### config.mk
export PLATFORM = sky130hd
export DESIGN_NAME = mult_gen_pipe
export DESIGN_NICKNAME = d
export VERILOG_FILES = /design/src/rtl/mult_gen_pkg.sv /design/src/rtl/mult_gen_pp16.sv /design/src/rtl/mult_gen_pipe.sv
export SDC_FILE = /design/constraint.sdc
export NUM_CORES = 2
export LEC_CHECK = 0
export CAP_MARGIN = 40
export CORE_ASPECT_RATIO = 1.75
export CORE_MARGIN = 2
export CORE_UTILIZATION = 25
export DETAILED_ROUTE_END_ITERATION = 7
export HOLD_SLACK_MARGIN = 0.08
export PLACE_DENSITY_LB_ADDON = 0.12
export SLEW_MARGIN = 20
export SYNTH_ARGS = -nofsm -noshare
export SYNTH_HDL_FRONTEND = slang
export SYNTH_SLANG_ARGS = --single-unit
### constraint.sdc
create_clock -name CLK -period 18.59 [get_ports CLK]
set_input_delay 5.577 -clock CLK [delete_from_list [all_inputs] [get_ports CLK]]
set_output_delay 5.577 -clock CLK [all_outputs]
set_load 0.02 [all_outputs]
### src/rtl/mult_gen_pkg.sv
// Shared constants and types for the pipelined 32x32 multiplier.
package mult_gen_pkg;
  localparam int MG_A_W     = 32;
  localparam int MG_B_W     = 32;
  localparam int MG_P_W     = 64;
  localparam int MG_LATENCY = 6;
  localparam int MG_HALF_W  = 16;

  typedef logic [MG_A_W-1:0] mg_operand_t;
  typedef logic [MG_P_W-1:0] mg_product_t;

  // Sign-extend a 34-bit partial product to the full product width.
  function automatic mg_product_t mg_sext_pp(input logic [2*MG_HALF_W+1:0] pp);
    return {{(MG_P_W-2*MG_HALF_W-2){pp[2*MG_HALF_W+1]}}, pp};
  endfunction
endpackage

### src/rtl/mult_gen_pp16.sv
// Registered 17x17 signed multiplier; one partial product of the 32x32 tree.
module mult_gen_pp16
  import mult_gen_pkg::*;
(
  input  logic                     clk,
  input  logic                     rst,
  input  logic [MG_HALF_W:0]       a_i,
  input  logic [MG_HALF_W:0]       b_i,
  output logic [2*MG_HALF_W+1:0]   p_o
);
  logic signed [2*MG_HALF_W+1:0] p_d, p_q;

  assign p_d = $signed(a_i) * $signed(b_i);

  always_ff @(posedge clk or posedge rst) begin
    if (rst) p_q <= '0;
    else     p_q <= p_d;
  end

  assign p_o = p_q;
endmodule

### src/rtl/mult_gen_pipe.sv
// 32x32->64 multiplier, 6-stage pipeline, one product per cycle.
// Define MULT_GEN_SIGNED_EN for two's-complement operands; default is unsigned.
module mult_gen_pipe
  import mult_gen_pkg::*;
#(
  parameter int A_W     = 32,
  parameter int B_W     = 32,
  parameter int LATENCY = 6
) (
  input  logic           CLK,
  input  logic           rst,
  input  logic [A_W-1:0] A,
  input  logic [B_W-1:0] B,
  output logic [63:0]    P
);
  localparam int HW  = MG_HALF_W;
  localparam int PPW = 2*HW + 2;

  if (LATENCY != MG_LATENCY || A_W != MG_A_W || B_W != MG_B_W) begin : g_bad_cfg
    $error("mult_gen_pipe: only A_W=32, B_W=32, LATENCY=6 are supported");
  end

  // Stage 1: operand registers
  mg_operand_t a_q, b_q;
  always_ff @(posedge CLK or posedge rst) begin
    if (rst) begin
      a_q <= '0;
      b_q <= '0;
    end else begin
      a_q <= A;
      b_q <= B;
    end
  end

  logic [HW:0] a_hi, a_lo, b_hi, b_lo;
`ifdef MULT_GEN_SIGNED_EN
  assign a_hi = {a_q[MG_A_W-1], a_q[MG_A_W-1:HW]};
  assign b_hi = {b_q[MG_B_W-1], b_q[MG_B_W-1:HW]};
`else
  assign a_hi = {1'b0, a_q[MG_A_W-1:HW]};
  assign b_hi = {1'b0, b_q[MG_B_W-1:HW]};
`endif
  // Low halves are always magnitudes, regardless of operand signedness.
  assign a_lo = {1'b0, a_q[HW-1:0]};
  assign b_lo = {1'b0, b_q[HW-1:0]};

  // Stage 2: partial products
  logic [PPW-1:0] pp_hh, pp_hl, pp_lh, pp_ll;
  mult_gen_pp16 u_pp_hh (.clk(CLK), .rst(rst), .a_i(a_hi), .b_i(b_hi), .p_o(pp_hh));
  mult_gen_pp16 u_pp_hl (.clk(CLK), .rst(rst), .a_i(a_hi), .b_i(b_lo), .p_o(pp_hl));
  mult_gen_pp16 u_pp_lh (.clk(CLK), .rst(rst), .a_i(a_lo), .b_i(b_hi), .p_o(pp_lh));
  mult_gen_pp16 u_pp_ll (.clk(CLK), .rst(rst), .a_i(a_lo), .b_i(b_lo), .p_o(pp_ll));

  // Stage 3: merge the two cross terms, which share the same 2^16 weight
  logic [PPW:0]   mid_d, mid_q;
  logic [PPW-1:0] hh3_q, ll3_q;
  assign mid_d = {pp_hl[PPW-1], pp_hl} + {pp_lh[PPW-1], pp_lh};

  // Stage 4: fold the cross term into the low product
  mg_product_t    lo_d, lo_q;
  logic [PPW-1:0] hh4_q;
  assign lo_d = mg_sext_pp(ll3_q) + {{(MG_P_W-PPW-1-HW){mid_q[PPW]}}, mid_q, {HW{1'b0}}};

  // Stage 5: add the high product at weight 2^32; stage 6 is the output register
  mg_product_t sum_d, sum_q, p_q;
  assign sum_d = (mg_sext_pp(hh4_q) << (2*HW)) + lo_q;

  always_ff @(posedge CLK or posedge rst) begin
    if (rst) begin
      mid_q <= '0;
      hh3_q <= '0;
      ll3_q <= '0;
      lo_q  <= '0;
      hh4_q <= '0;
      sum_q <= '0;
      p_q   <= '0;
    end else begin
      mid_q <= mid_d;
      hh3_q <= pp_hh;
      ll3_q <= pp_ll;
      lo_q  <= lo_d;
      hh4_q <= hh3_q;
      sum_q <= sum_d;
      p_q   <= sum_q;
    end
  end

  assign P = p_q;
endmodule

==> flow_summary.ini <==
[status]
run_status = complete, no violations

[sta]
fin_skew_ps = 59.7
tns_ps = 0
worst_slew_pin_slew_ps = 863
period_share_pct = 41.2
setup_viol = 0
slew_headroom_pct = 42.4
rsz0062_at_grt = false
min_period_ps = 7650
drv_slew = 0
hold_viol = 0
fmax_mhz = 131

[drt]
wire_per_inst_um = 18.1
firstDrtPassIters = 5
antenna_left = 0
drtIter0Drc = 1362
drt_wl_total_mm = 140
vias = 33300
post-route-drc-count = 0
vias_per_cell = 4.31

[clock_tree]
cts_sinks = 499
root_buffer = clkbuf_16
ctsHoldBuffers = 0
clock_latency_ps = 710
cts.clk_slew.worst_paths_ps = 100
tritoncts = built
cts-resized-gates = 0
cts_setup_buffers = 0
cts_buffers = 55
cts_max_path_buffers = 3
h-tree-depth = 2

[critical_path]
slowest_stage = buf_4
crit_family = buffers and inverters
rr_worst_depth = 22
crit_path_end_kind = asynchronous set/reset pin
start_kind = input port
path_class = in -> async
path_cells = clkdlybuf4s50_1 -> clkinvlp_4 -> buf_4 -> buf_12 -> buf_4 -> buf_16
cp.required_ps = 19440
cp.depth = 6
max_stage_delay_ps = 570
worst-path-buf-inv = 6
critical_path_arrival_ps = 8500
worst-path-max-fanout = 135
cpMostUsedCell = buf_4

[synthesis]
synth_cells = 4992
seq_area_frac_synth_pct = 24.8
postSynthAreaPerCell_um2 = 10.1
yosys_warnings = 0
synth.net_count = 6319
async_reset_ff_share_pct = 100
synth_edf_count = 0
synth_seq_cells = 499
synth_cell_types = 88
syn-cell-area_mm2 = 0.0504
synth_top_flop_cell = dfrtp_1

[cells_and_area]
fin_area_mm2 = 0.0570
final_nets = 6372
drive_gt1_share_pct = 4.73
area_growth_pct = 13.1

[flow_run]
max_cap_violations = 0

[floorplanning]
core_area_mm2 = 0.201
die_w_um = 344
row_count = 218
die_area_mm2 = 0.206
initial_core_util_pct = 25.1
io_pins = 130
die_y_um = 598

[placement]
hpwlAfterDp_mm = 107
numPortBuffers = 129
place_area_mm2 = 0.0549
gp_congestion = 0.789

[global_route]
grt_pass1_vias = 38100
grt_max_degree = 136
grt-ovfl-total = 0
antenna_found_initial = 3
grt_pass1_wl_mm = 225
grt_usage_pct = 14.3

[worst_hold_path]
min_path_cells = 0
hold_class = reg -> reg
[sequential cells by signal, indices dropped and copies added, names as in the netlist]
register,flops
u_pp_ll.p_o,32
P,64
hh3_q,32
hh4_q,32
sum_q,64
ll3_q,32
b_q,32
u_pp_hh.p_o,32
lo_q,50
u_pp_hl.p_o,32
u_pp_lh.p_o,32
mid_q,33
a_q,32
[placed cells by master, fill, tap and decap left out, types with 13 or more instances in the layout]
cell,n
clkdlybuf4s50_1,129
nor3_1,16
nand3_1,51
a21oi_1,131
a21o_1,94
fa_1,779
nor2_1,93
and3_1,23
a31oi_1,17
xor2_1,57
inv_1,938
nand4_1,19
a211oi_1,26
o21ai_0,71
clkbuf_16,55
o21a_1,26
xnor2_1,137
nor2b_1,20
o21bai_1,21
nand2_1,634
buf_4,69
dfrtp_2,22
and2_1,484
dfrtp_1,477
ha_1,482
clkbuf_8,13
[kinds of logic after synthesis]
| family | share of synthesized area, % |
|---|---|
| AO/OA/AOI/OAI | 6.92 |
| XOR/XNOR | 3.37 |
| adder cells (fa/ha/maj) | 42.9 |
| buffers and inverters | 8.64 |
| flip-flops | 24.8 |
| AND/OR/NAND/NOR | 13.4 |
[final timing paths]
path                           start               to  slack (ps)
min in group asynchronous        rst            P[31]        5250
setup / recovery                 rst        hh3_q[29]       10940
hold / removal             hh3_q[21]        hh4_q[21]         310
setup reg to reg              b_q[7]  u_pp_ll.p_o[31]       11960
max in group CLK               P[29]            P[29]       11380
hold reg to reg            hh3_q[21]        hh4_q[21]         310
[through the flow]
stage | worst slack (ps) | hold WS, ps | cells | utilization [%]
after floorplan | 6240 | 331 | 4992 | -
after global placement | 9770 | 333 | 7613 | 27.2
after detailed placement | 10000 | 335 | 7623 | 27.3
after CTS | 10770 | 310 | 7726 | 28.3
after global routing | 10530 | 344 | 7732 | 28.4
final | 10940 | 314 | 7733 | 28.4
[synth_stat cells (all sizes together) (10+ instances only)]
cell    instances  share of area, %
o21a           27              0.40
xnor2         137               2.4
a311oi         10              0.20
nor2b          20              0.25
o21ai          83              0.84
fa            779                31
a31oi          18              0.24
ha            482                12
xor2           57              0.99
a211oi         28              0.44
o21bai         22              0.33
clkbuf        209               1.6
inv           939               7.0
and3           25              0.32
nand4          19              0.24
nand2b         10              0.12
nand3          52              0.53
and2          485               6.0
a21o           96               1.4
nor2           93              0.69
nor3           16              0.16
nand2         634               4.7
a21oi         133               1.3
dfrtp         499                25
[layer usage]
metal	share of wire (%)	wire [um]	GRT usage [%]	up-vias
met5	0	0	0	-
met4	3.0	4220	4.13	0
met1	41	56900	17.0	17400
li1	-	-	-	15400
met3	2.6	3650	1.27	113
met2	54	75500	27.0	401
[layout make-up]
| type | count | area, um2 |
|---|---|---|
| repair buffers | 212 | 2100 |
| diodes | 2 | 5.00 |
| fillers | 21200 | 144000 |
| inverters | 939 | 3530 |
| clock buffers | 77 | 1590 |
| clock inverters | 26 | 417 |
| multi-input cells | 3338 | 33600 |
| well taps | 2640 | 3300 |
| flip-flops and latches | 499 | 12500 |
Power is left out: the tool's default activity adds up to more than one toggle a clock period on the data nets, which glitch-free logic cannot reach.
